## config.mk

```make
export PLATFORM = sky130hd
export DESIGN_NAME = imem_loader
export DESIGN_NICKNAME = d
export VERILOG_FILES = /design/src/rtl/imem_loader.sv
export SDC_FILE = /design/constraint.sdc
export NUM_CORES = 1
export LEC_CHECK = 0
export ABC_AREA = 1
export BUFFER_PORTS_ARGS = -buffer_cell sky130_fd_sc_hd__buf_2
export CORE_UTILIZATION = 35
export CTS_CLUSTER_DIAMETER = 40
export CTS_CLUSTER_SIZE = 24
export DETAILED_ROUTE_END_ITERATION = 12
export PLACE_DENSITY_LB_ADDON = 0.05
export SLEW_MARGIN = 20
export SYNTH_ARGS = -nofsm -noshare
export SYNTH_HDL_FRONTEND = slang
export SYNTH_SLANG_ARGS = --single-unit
```

## constraint.sdc

```tcl
create_clock -name clk -period 3.2 [get_ports clk]
set_clock_uncertainty 0.1 [all_clocks]
set_input_delay 0.32 -clock clk [delete_from_list [all_inputs] [get_ports clk]]
set_output_delay 0.32 -clock clk [all_outputs]
set_load 0.005 [all_outputs]
```

## src/rtl/imem_loader.sv

```systemverilog
// Boot loader: length-prefixed little-endian byte stream packed into 32-bit instruction memory writes.
// Optional trailing XOR checksum byte when IMEM_LOADER_CHECKSUM_EN is defined.
//
// state | meaning
// IDLE  | waiting for start, core released
// LEN0  | expecting word count low byte
// LEN1  | expecting word count high byte, range check
// DATA  | collecting bytes of the current word
// WRITE | one-cycle memory write of the packed word
// CSUM  | expecting checksum byte (checksum build only)
// DONE  | load finished OK
// ERR   | load aborted
module imem_loader #(
   parameter int DEPTH  = 64,
   parameter int ADDR_W = 6
) (
   input  logic              clk,
   input  logic              rst_n,
   input  logic              start,
   input  logic [7:0]        in_data,
   input  logic              in_valid,
   output logic              in_ready,
   output logic              we,
   output logic [ADDR_W-1:0] waddr,
   output logic [31:0]       wdata,
   output logic              cpu_hold,
   output logic              done,
   output logic              err
);

`ifdef IMEM_LOADER_CHECKSUM_EN
   typedef enum logic [2:0] {IDLE, LEN0, LEN1, DATA, WRITE, CSUM, DONE, ERR} state_t;
`else
   typedef enum logic [2:0] {IDLE, LEN0, LEN1, DATA, WRITE, DONE, ERR} state_t;
`endif

   localparam logic [ADDR_W-1:0] IDX_ONE = ADDR_W'(1);

   state_t            state_q, state_d;
   logic [15:0]       len_q, len_d;
   logic [ADDR_W-1:0] idx_q, idx_d;
   logic [1:0]        cnt_q, cnt_d;
   logic [31:0]       word_q, word_d;
   logic              we_q, we_d;
   logic [ADDR_W-1:0] waddr_q, waddr_d;
   logic [31:0]       wdata_q, wdata_d;
   logic              hold_q, hold_d;
   logic              done_q, done_d;
   logic              err_q, err_d;
   logic [15:0]       n_full;
   logic              last_word;
`ifdef IMEM_LOADER_CHECKSUM_EN
   logic [7:0]        csum_q, csum_d;
`endif

   assign n_full    = {in_data, len_q[7:0]};
   assign last_word = (16'(idx_q) == (len_q - 16'd1));

   always_comb begin
      state_d = state_q;
      len_d   = len_q;
      idx_d   = idx_q;
      cnt_d   = cnt_q;
      word_d  = word_q;
      we_d    = 1'b0;
      waddr_d = waddr_q;
      wdata_d = wdata_q;
      hold_d  = hold_q;
      done_d  = done_q;
      err_d   = err_q;
      in_ready = 1'b0;
`ifdef IMEM_LOADER_CHECKSUM_EN
      csum_d  = csum_q;
`endif
      case (state_q)
         IDLE, DONE, ERR: begin
            if (start) begin
               state_d = LEN0;
               hold_d  = 1'b1;
               done_d  = 1'b0;
               err_d   = 1'b0;
               idx_d   = '0;
               cnt_d   = 2'd0;
`ifdef IMEM_LOADER_CHECKSUM_EN
               csum_d  = 8'h00;
`endif
            end
         end
         LEN0: begin
            in_ready = 1'b1;
            if (in_valid) begin
               len_d[7:0] = in_data;
               state_d    = LEN1;
            end
         end
         LEN1: begin
            in_ready = 1'b1;
            if (in_valid) begin
               len_d[15:8] = in_data;
               if (n_full == 16'd0) begin
`ifdef IMEM_LOADER_CHECKSUM_EN
                  state_d = CSUM;
`else
                  state_d = DONE;
                  done_d  = 1'b1;
                  hold_d  = 1'b0;
`endif
               end else if (n_full > 16'(DEPTH)) begin
                  state_d = ERR;
                  err_d   = 1'b1;
                  hold_d  = 1'b0;
               end else begin
                  state_d = DATA;
               end
            end
         end
         DATA: begin
            in_ready = 1'b1;
            if (in_valid) begin
               word_d[8*cnt_q +: 8] = in_data;
               cnt_d = cnt_q + 2'd1;
`ifdef IMEM_LOADER_CHECKSUM_EN
               csum_d = csum_q ^ in_data;
`endif
               if (cnt_q == 2'd3) begin
                  we_d    = 1'b1;
                  waddr_d = idx_q;
                  wdata_d = word_d;
                  state_d = WRITE;
               end
            end
         end
         WRITE: begin
            idx_d = idx_q + IDX_ONE;
            if (last_word) begin
`ifdef IMEM_LOADER_CHECKSUM_EN
               state_d = CSUM;
`else
               state_d = DONE;
               done_d  = 1'b1;
               hold_d  = 1'b0;
`endif
            end else begin
               state_d = DATA;
            end
         end
`ifdef IMEM_LOADER_CHECKSUM_EN
         CSUM: begin
            in_ready = 1'b1;
            if (in_valid) begin
               hold_d = 1'b0;
               if (in_data == csum_q) begin
                  state_d = DONE;
                  done_d  = 1'b1;
               end else begin
                  state_d = ERR;
                  err_d   = 1'b1;
               end
            end
         end
`endif
         default: begin
            state_d = IDLE;
            hold_d  = 1'b0;
         end
      endcase
   end

   always_ff @(posedge clk) begin
      if (!rst_n) begin
         state_q <= IDLE;
         len_q   <= 16'd0;
         idx_q   <= '0;
         cnt_q   <= 2'd0;
         word_q  <= 32'd0;
         we_q    <= 1'b0;
         waddr_q <= '0;
         wdata_q <= 32'd0;
         hold_q  <= 1'b0;
         done_q  <= 1'b0;
         err_q   <= 1'b0;
`ifdef IMEM_LOADER_CHECKSUM_EN
         csum_q  <= 8'h00;
`endif
      end else begin
         state_q <= state_d;
         len_q   <= len_d;
         idx_q   <= idx_d;
         cnt_q   <= cnt_d;
         word_q  <= word_d;
         we_q    <= we_d;
         waddr_q <= waddr_d;
         wdata_q <= wdata_d;
         hold_q  <= hold_d;
         done_q  <= done_d;
         err_q   <= err_d;
`ifdef IMEM_LOADER_CHECKSUM_EN
         csum_q  <= csum_d;
`endif
      end
   end

   assign we       = we_q;
   assign waddr    = waddr_q;
   assign wdata    = wdata_q;
   assign cpu_hold = hold_q;
   assign done     = done_q;
   assign err      = err_q;

endmodule
```

Word level (Yosys, flattened, before mapping) --
Cells that the tools add are included. W data, S select, Z words.
Storage, ports and cells: register bits after elaboration 101, input bits 12, output and inout bits 43, logic and storage cells 90
Operators by class: $add $sub $neg 4, $lt $le $gt $ge 1, eq/ne operators 18, shift-type cells 2, multiplexer cells 32, bitwise operators 1, reduce and logical (&&, ||, !) cells 20
Operators with widths (number):
- $neg A5 Y34 | 1
- $shift A8 B34 Y32 const A | 1
- $shiftx A8 B34 Y32 | 1
- $bwmux W32 | 1
- $mux W3 | 8
- $reduce_and A5 Y1 | 4
- $ne A2 B2 Y1 const B | 9
- $eq A6 B16 Y1 | 1
- $gt A16 B7 Y1 const B | 1
- $logic_not A16 Y1 | 1
- $sub A16 B1 Y16 const B | 1
- $pmux W3 S5 | 1
- $mux W1 | 14
- $pmux W6 S2 | 1
- $eq A3 B3 Y1 const B | 3
- $reduce_and A3 Y1 | 3
- $reduce_and A2 Y1 | 4
- $add A6 B1 Y6 const B | 1
- $eq A3 B2 Y1 const B | 2
- $mux W6 | 1
- $reduce_bool A2 Y1 | 3
- $reduce_or A3 Y1 | 2
- $mux W2 | 2
- $pmux W1 S4 | 1
- other kinds (11) | 11

Longest topological paths before layout --
Gate-level depths: netlist of run 1.
word-level depth 5, depth in mapped cells 16, depth with buffers taken out 16

Worst setup path before layout of run 1 --
No wires, ideal clock.
kind flip-flop to flip-flop, start reg cnt_q[0], end reg wdata_q[4], in the netlist wdata[4], setup time 0.129 ns, arrival 1.760 ns, required time 2.971 ns, path slack 1.212 ns, cell stages (with the launch flop) 9, buffers on the path 2, clock period less this slack 1.988 ns, cells stage by stage dfxtp_1 > clkbuf_1 > inv_1 > ha_1 > inv_1 > clkbuf_1 > nor3_1 > a22oi_1 > a21oi_1
Between the ends: word-level cells in the longest chain between the ends 3, elaborated cells on any way between the ends 6, classes of those cells add/sub: 1; eq/ne: 1; shift: 2; mux: 1; reduce/logical: 1
Ends and longest elaborated chain:
- start, declared | RTL line 42 | logic [1:0] cnt_q, cnt_d;
- start signal, assigned | RTL line 189 | cnt_q <= cnt_d;
- $neg A5 Y34 | RTL line 120 | word_d[8*cnt_q +: 8] = in_data;
- $shiftx A8 B34 Y32 / $shift A8 B34 Y32 (equally long branches) | RTL line 120
- $bwmux W32 | RTL line 120
- end signal, assigned | RTL line 193 | wdata_q <= wdata_d;
- end, declared | RTL line 46 | logic [31:0] wdata_q, wdata_d;
Several ways; a longest one is shown, not always the timed one. A chain may end at the register's enable or synchronous reset.

Final worst setup path of run 1 --
start reg cnt_q[0], end reg wdata_q[12], in the netlist wdata[12]
Same word-level chain as after synthesis.

==> results.txt, run 1 <==
Cell Rows = 42
Distinct cells, synth = 34
total chip power = 4.35 mW
Port Buffers = 54
max-cap violations = 0
GP Congestion = 0.822
Pwr Density = 799 nW/µm²
Reg-to-Reg End = wdata[12]
crit end category = flop
Post-Syn Area per Cell = 7.45 µm²
hold_buf cts = 0
Starting Density = 35.8%
initial antenna violation count = 0
die height = 118 µm
share of layout cells above drive strength 1 = 16.3%
status = complete, no violations
Num CTS Buffers = 9
area grow syn2layout = 15.3%
Worst-Skew Late Latency = 0.35 ns
Die X = 118 µm
Tmin final = 2.33 ns
top cells by area, synth = dfxtp_1, a21oi_1, o21ai_0
Clock power frac = 25.7%
Die ar. = 14000 µm²
Multi-input gate area = 2320 µm²
first-iteration detailed-routing DRC count = 239
Antenna Violating Nets Remaining = 0
first-pass GRT wire length = 21.3 mm
crit start category = flop
WL per Instance = 15.1 µm
RSZ-0062 raised after global routing = no
CP Max Fanout = 13
Slew HR = 51.8%
syn_nets = 654
crit path kind = reg -> reg
GRT Resource Usage Total = 19.3%
post-DP HPWL = 9.30 mm
fin. max-slew vios = 0
fmax = 0.429 GHz
Finish-stage setup viols = 0
flop-to-flop setup slack = 0.87 ns
CTS tree = done
# fillers = 1387
Non-Filler Instances = 856
num ports = 55
most common cell after layout, fill and taps aside = dfxtp_1
core area = 13200 µm²
hold depth = 3
worst hold endpoint = len_q[7]
drt drc = 0
placed cell count = 841
Hold Crit Class = in -> reg
GRT overflow = 0
Flop pwr share = 34.2%
via/cell ratio = 5.07
worst r2r path cells = 6
pin count of the biggest net entering global routing = 79
H-tree levels = 3
switching portion of total power = 41.0%
register area share after synthesis = 42.8%
setup TNS = 0 ns
Leak Pwr = 2.31 nW
number of global-route vias before repair = 4155
synth warn = 0
cells after synthesis = 634
Worst Max-Slew Pin Slew = 0.723 ns
P_int = 2.57 mW
crit path launch = cnt_q[0]
Final Cycle Share = 72.9%
worst r2r src = cnt_q[0]
Reg clk slew, reported paths = 0.07 ns
cts repair resizes = 0
CTS max path bufs = 2
CTS root buffer = clkbuf_16
# Post-CTS Setup Buffers = 0
synthesized cell area = 4720 µm²
#FFs+latches synth = 101
Clock Sinks = 101
area occupied by registers = 2020 µm²
WP data required = 3.36 ns
dominant cell type by area after synthesis = dfxtp_1
switching pwr = 1.78 mW
Comb pwr share = 40.1%
post-synth top area share = 42.8%
crit path DAT = 2.49 ns
via count = 4339
hold_sp = in_data[7]
final hold viol count = 0
Peak VDD IR = 0.000270 V
# nets final = 696
TritonRoute pass-1 iters = 4
most frequent cells in the layout = dfxtp_1, a21oi_1, nand2_1, o21ai_0, inv_1
final WL = 12.9 mm
diode count = 0
==> kinds of logic after synthesis <==
family,Yosys count,synth area share (%)
AOI/OAI and AO/OA,210,25.0
DFF,101,42.8
adders and majority gates,8,2.12
and+or+nand+nor,210,21.1
buffers and inverters,100,8.11
xor gates and xnor gates,5,0.927
==> final cells by class <==
| cell class | instances | share of cell area (%) |
|---|---|---|
| Timing Repair Buffer | 60 | 5.79 |
| Multi-Input combinational cell | 433 | 42.6 |
| Sequential cell | 101 | 37.1 |
| Clock inverter | 3 | 0.828 |
| Tap cell | 176 | 4.05 |
| Inverter | 71 | 4.90 |
| Clock buffer | 12 | 4.71 |
==> per-layer routing <==
layer	GRT usage, %	share of wire, %	up-vias	wire length (µm)
met5	0	0	-	0
met4	6.25	1.4	0	180
met3	3.57	3.5	11	451
met2	32.7	48	75	6210
met1	24.7	47	2019	6070
li1	-	-	2234	-
==> Yosys cell counts <==
| cell type | number |
|---|---|
| xor2_1 | 1 |
| inv_1 | 60 |
| o21ai_0 | 71 |
| and2_1 | 1 |
| dfxtp_1 | 101 |
| nand4_1 | 7 |
| nand3b_1 | 2 |
| clkinv_1 | 3 |
| nand3_1 | 31 |
| ha_1 | 8 |
| o31ai_1 | 1 |
| a22oi_1 | 22 |
| nand3_2 | 4 |
| a221oi_1 | 2 |
| a21oi_1 | 82 |
| a311oi_1 | 1 |
| inv_2 | 8 |
| clkbuf_1 | 20 |
| nand2_2 | 6 |
| xnor2_1 | 4 |
| nor2_4 | 5 |
| nor2_1 | 51 |
| nand2_4 | 1 |
| buf_1 | 3 |
| buf_2 | 6 |
| nor2_8 | 1 |
| nor3_1 | 9 |
| nand2_1 | 81 |
| a32oi_1 | 6 |
| a211oi_1 | 12 |
| o21ai_1 | 11 |
| o211ai_1 | 1 |
| nor2_2 | 11 |
| o21ai_2 | 1 |
==> registers in the layout, indices dropped and copies added (netlist names) <==
register / count
we: 1
waddr: 6
cnt_q: 2
idx_q: 6
cpu_hold: 1
done: 1
err: 1
wdata: 32
state_q: 3
word_q: 32
len_q: 16
==> worst max path at each step <==
stage,endpoint,slack [ns],cells after the start
2_1_floorplan,wdata[4],1.21,8
3_3_place_gp,wdata[12],1.0,6
3_5_place_dp,wdata[12],0.93,6
4_1_cts,wdata[14],0.89,6
5_1_grt,wdata[12],0.62,6
6_report,wdata[12],0.87,6
==> power by group through the flow <==
stage,logic (mW),registers [mW],clock network [mW]
2_1_floorplan,1.39,1.47,0
3_3_place_gp,1.75,1.51,0
3_5_place_dp,1.75,1.51,0
4_1_cts,1.76,1.49,1.15
5_1_grt,1.98,1.51,1.20
6_report,1.74,1.49,1.12
==> critical path, stage by stage, from the launching register on <==
cell      delay (ns)
dfxtp_1         0.58
inv_1           0.20
ha_1            0.42
nand2_1         0.11
nor2_1          0.37
a22oi_1         0.19
a211oi_1        0.27
==> through the flow <==
| stage | hold WS, ns | utilization [%] | setup WS (ns) | cell area, µm² |
|---|---|---|---|---|
| after global routing | 0.235 | 41.3 | 0.625 | 5440 |
| after floorplan | 0.347 | - | 1.21 | 4720 |
| after detailed placement | 0.347 | 39.0 | 0.927 | 5140 |
| final | 0.202 | 41.3 | 0.868 | 5440 |
| after global placement | 0.341 | 39.0 | 0.999 | 5140 |
| after CTS | 0.194 | 41.3 | 0.889 | 5440 |
No activity file was read; power rests on OpenSTA's default activity.
==> inputs of run 2 (changes only) <==
Settings changed: ABC_AREA 1 to 0.
Clock period 3.2 ns to 2.4 ns, I/O delays scaled along.
==> run 2 against run 1 <==
Sequential share of layout area down 1.5 points. Critical path depth grew 1. Register-to-register slack lost 0.82 ns. Synthesized cell count down 9.6%. Wire length fell by 1.6%. Die area is 0.65% lower. Clock power grew 40%. Via count is 2.1% lower. Fmax decreased by 0.84%.
==> results.txt, run 2 <==
syn_nets = 593
drt drc = 0
Most used DFF post-synth = dfxtp_1
Num CTS Buffers = 9
first-pass GRT wire length = 21.1 mm
Die ar. = 13900 µm²
pin count of the biggest net entering global routing = 95
crit path kind = reg -> reg
most frequent cell after synthesis = dfxtp_1
WL per Instance = 15.6 µm
Reg clk slew, reported paths = 0.07 ns
initial antenna violation count = 0
Multi-input gate area = 2520 µm²
Slew HR = 30.0%
hold_buf cts = 0
Tmin final = 2.35 ns
final WL = 12.7 mm
dominant cell type by area after synthesis = dfxtp_1
setup TNS = 0 ns
WP data required = 2.49 ns
most common cell after layout, fill and taps aside = dfxtp_1
area occupied by registers = 2030 µm²
Hold Crit Class = in -> reg
post-synth top area share = 43.1%
diode count = 0
Post-synth EDFFs = 0
fin. max-slew vios = 0
Peak VDD IR = 0.000508 V
Leak Pwr = 2.11 nW
CP Buf/Inv Count = 1
largest family of logic cells by synthesized area = simple AND/OR/NAND/NOR gates
Compound-Gate Fraction of Synth Area = 22.8%
GRT overflow = 0
Post-synth top cells = dfxtp_1, nor2_1, a211oi_1
core area = 12800 µm²
critical path's largest stage delay = 0.58 ns
post-DP HPWL = 8.74 mm
via/cell ratio = 5.22
first-iteration detailed-routing DRC count = 284
register area share after synthesis = 43.1%
CP Max Fanout = 4
pre-CTS WS = 0.00881 ns
crit start category = flop
mux share of post-synthesis cell area = 0.213%
Post-Synth Simple-Gate Area = 25.2%
RSZ-0062 raised after global routing = yes
number of global-route vias before repair = 3998
CTS max path bufs = 2
Worst Max-Slew Pin Slew = 1.05 ns
Clock Sinks = 101
Pwr Density = 826 nW/µm²
#FFs+latches synth = 101
total chip power = 4.69 mW
Final Cycle Share = 98.0%
Cell Rows = 41
most frequent cells in the layout = dfxtp_1, nor2_1, a21oi_1, a211oi_1, nand2_1
worst path cell trace = buf_6, or4b_1, o21ai_1, a32oi_1, or4_4, a2111oi_4, a211oi_2
num ports = 55
crit path DAT = 2.44 ns
top cells by area, synth = dfxtp_1, a211oi_1, a21oi_1
Starting Density = 36.6%
CTS root buffer = clkbuf_16
final hold viol count = 0
Antenna Violating Nets Remaining = 0
cells after synthesis = 573
Post-Syn Area per Cell = 8.19 µm²
Final Core Density = 44.3%
area grow syn2layout = 21.2%
GRT Resource Usage Total = 19.2%
H-tree levels = 3
via count = 4250
Synth Area in XOR/XNOR = 2.24%
Die X = 118 µm
die height = 118 µm
# fillers = 1315
Setup WS post-layout = 0.0480 ns
max-cap violations = 0
FFs w/ async S/R, synth = 0%
# nets final = 658
crit end category = flop
synthesized cell area = 4690 µm²
delay-heaviest family, CP = simple AND/OR/NAND/NOR gates
Distinct cells, synth = 54
status = complete, no violations
design area = 5680 µm²
share of layout cells above drive strength 1 = 18.7%
Worst path slowest cell = or4_4
Worst-Skew Late Latency = 0.35 ns
fmax = 0.425 GHz
synth warn = 0
GP Congestion = 0.783
placed cell area = 5310 µm²
Finish-stage setup viols = 0
Port Buffers = 54
CTS tree = done
TritonRoute pass-1 iters = 4
adder-cell share of the synthesized area = 2.13%
## run 2: kinds of logic (layout without fill, tap and decap cells)
logic type	after synthesis	after routing
xor+xnor	12	12
fa+ha+maj	8	8
simple gates	236	237
buf+inv	48	116
mux	1	1
compound gates	167	167
flops	101	101
## run 2: path summary, 6_finish.rpt
| check | from | to | slack (ns) | cells after the start |
|---|---|---|---|---|
| worst max register to register | len_q[0] | state_q[1] | 0.05 | 7 |
| worst min register to register | waddr[3] | waddr[3] | 0.35 | 2 |
| worst min-delay path | rst_n | idx_q[4] | 0.14 | 3 |
| worst max-delay path | len_q[0] | state_q[1] | 0.05 | 7 |
## run 2: final cells by class
type	count	share of cell area (%)
Clock buffer	12	4.34
Clock inverter	3	1.21
Inverter	11	0.726
Multi-Input combinational cell	425	44.3
Sequential cell	101	35.7
Tap cell	172	3.79
Timing Repair Buffer	90	10.0
## run 2: metal layers
metal | vias to the layer above | GRT usage [%] | wire (µm)
met2 | 91 | 29.8 | 5800
met3 | 16 | 4.84 | 584
met5 | - | 0 | 0
met1 | 1990 | 26.1 | 6090
li1 | 2153 | - | -
met4 | 0 | 5.85 | 231
## run 2: worst register-to-register path: stages, from the launching register on
cell and delay (ns):
dfxtp_4 0.36, buf_6 0.11, or4b_1 0.49, o21ai_1 0.11
a32oi_1 0.12, or4_4 0.58, a2111oi_4 0.22, a211oi_2 0.11
## run 2: where the power goes
group	internal [mW]	leakage, nW	switching [mW]
sequential	1.78	0.817	0.153
clock	0.942	0.153	0.627
combinational	0.506	1.14	0.683
## run 2: timing repair
item / CTS / global route
setup buffers: 0 / 2
setup endpoints to repair: 1 / 4
pin swaps: 0 / 7
gates resized for setup: 2 / 7
cloned: 0 / 1
## run 2: metrics by stage
step,hold WS (ns),std cells
after CTS,0.128,811
after detailed placement,0.349,796
after floorplan,0.276,573
after global routing,0.147,814
final,0.145,814
after global placement,0.341,796
==> inputs of run 3 (changes only) <==
--- a/config.mk
+++ b/config.mk
@@ -9,2 +9,3 @@
 export BUFFER_PORTS_ARGS = -buffer_cell sky130_fd_sc_hd__buf_2
+export CORE_MARGIN = 4
 export CORE_UTILIZATION = 35
@@ -14,2 +15,3 @@
 export PLACE_DENSITY_LB_ADDON = 0.05
+export SETUP_SLACK_MARGIN = 0.2
 export SLEW_MARGIN = 20
--- a/constraint.sdc
+++ b/constraint.sdc
@@ -4,2 +4,2 @@
 set_output_delay 0.24 -clock clk [all_outputs]
-set_load 0.005 [all_outputs]
+set_load 0.02 [all_outputs]
==> run 3 against run 2 <==
Hold slack got worse by 0.017 ns. Register-to-register slack improved by 0.16 ns. Power increased by 0.18%. Sequential cell count unchanged. Wire length increased by 3.2%. Sequential share of layout area decreased by 0.39 points. Core utilization decreased by 0.45 points. First-iteration DRC count decreased by 16%. Combinational power increased by 8%. Highest routed layer unchanged.
==> results.txt, run 3 (same netlist as run 2, synthesis figures left out) <==
WL per Instance = 16.0 µm
die height = 124 µm
hold_ws = 0.128 ns
drt drc = 0
final WL = 13.1 mm
pin count of the biggest net entering global routing = 95
placed cell count = 796
design area = 5790 µm²
first-iteration detailed-routing DRC count = 238
Die X = 124 µm
Slew HR = 66.3%
Worst-Skew Late Latency = 0.35 ns
fmax = 0.456 GHz
Final Cycle Share = 91.3%
most common cell after layout, fill and taps aside = dfxtp_1
post-DP HPWL = 8.86 mm
placed cell area = 5310 µm²
Die ar. = 15300 µm²
CTS max path bufs = 2
pre-CTS WS = -0.0172 ns
TritonRoute pass-1 iters = 4
initial antenna violation count = 0
first-pass GRT wire length = 21.0 mm
H-tree levels = 3
Reg clk slew, reported paths = 0.07 ns
WP data required = 2.59 ns
number of global-route vias before repair = 3943
via count = 4259
diode count = 0
hold_buf cts = 0
crit start category = flop
Hold Crit Class = in -> reg
crit end category = flop
Antenna Violating Nets Remaining = 0
Finish-stage setup viols = 0
Non-Filler Instances = 822
Port Buffers = 54
num ports = 55
Tmin final = 2.19 ns
Worst Max-Slew Pin Slew = 0.506 ns
CTS tree = done
max-cap violations = 0
Setup WS post-layout = 0.208 ns
crit path kind = reg -> reg
final hold viol count = 0
GRT overflow = 0
GRT Resource Usage Total = 17.7%
Num CTS Buffers = 9
Peak VDD IR = 0.000336 V
crit path DAT = 2.38 ns
most frequent cells in the layout = dfxtp_1, nor2_1, a21oi_1, a211oi_1, nand2_1
Cell Rows = 42
RSZ-0062 raised after global routing = yes
area grow syn2layout = 23.4%
status = complete, no violations
fin. max-slew vios = 0
# nets final = 661
core area = 13200 µm²
via/cell ratio = 5.18
GP Congestion = 0.834
Leak Pwr = 2.12 nW
CTS root buffer = clkbuf_16
Clock Sinks = 101
Final Core Density = 43.9%
CP Max Fanout = 5
Starting Density = 35.6%
share of layout cells above drive strength 1 = 22.1%
Pwr Density = 813 nW/µm²
==> run 3: cell types whose count changed in the layout (fill, tap and decap cells not counted), sizes merged <==
cell / previous run / this run
clkinv: 0 / 1
bufinv: 2 / 1
clkbuf: 12 / 11
clkinvlp: 0 / 2
buf: 90 / 93
==> run 3: what timing repair did <==
action	4_1_cts	5_1_grt
setup endpoints to repair	4	35
gates resized for setup	13	14
buffers inserted	4	5
gates cloned	1	0
pin swaps	4	13
==> run 3: per-layer routing <==
metal	routed length [µm]	GRT usage [%]	vias to the layer above
met5	0	0	-
met4	192	5.05	0
met3	419	3.45	18
met2	6080	27.9	63
met1	6430	24.5	2012
li1	-	-	2166
==> run 3: area by class of cell <==
type                    instances  area, µm²
multi-input cells             425       2590
flip-flops and latches        101       2040
fillers                      1342       7400
clock buffers                  11        233
inverters                      11       43.8
clock inverters                 5       58.8
repair buffers                 93        601
well taps                     176        220
==> run 3: power by group <==
group	switching (mW)	internal, mW
Clock	0.654	0.812
Combinational	0.748	0.545
Sequential	0.156	1.79
==> run 3: worst paths after layout <==
| path | from | end | slack [ns] | cells after the start |
|---|---|---|---|---|
| worst min-delay path | rst_n | state_q[0] | 0.13 | 3 |
| worst max-delay path | len_q[0] | state_q[2] | 0.21 | 8 |
| worst max register to register | len_q[0] | state_q[2] | 0.21 | 8 |
| worst min register to register | waddr[2] | waddr[2] | 0.36 | 2 |
==> run 3: critical path: stages, from the launching register on <==
cell and delay [ns]:
dfxtp_4 0.39, inv_4 0.04, ha_4 0.17, xor2_2 0.15, xnor2_1 0.16, nand4_1 0.10, or4_4 0.58, nor4b_2 0.28
a22o_1 0.15
==> run 3: per-stage QoR <==
stage / setup TNS, ns / power (mW)
after global routing: 0 / 4.98
after floorplan: 0 / 2.80
after CTS: 0 / 4.66
after global placement: 0 / 3.11
after detailed placement: -0.0172 / 3.13
final: 0 / 4.70
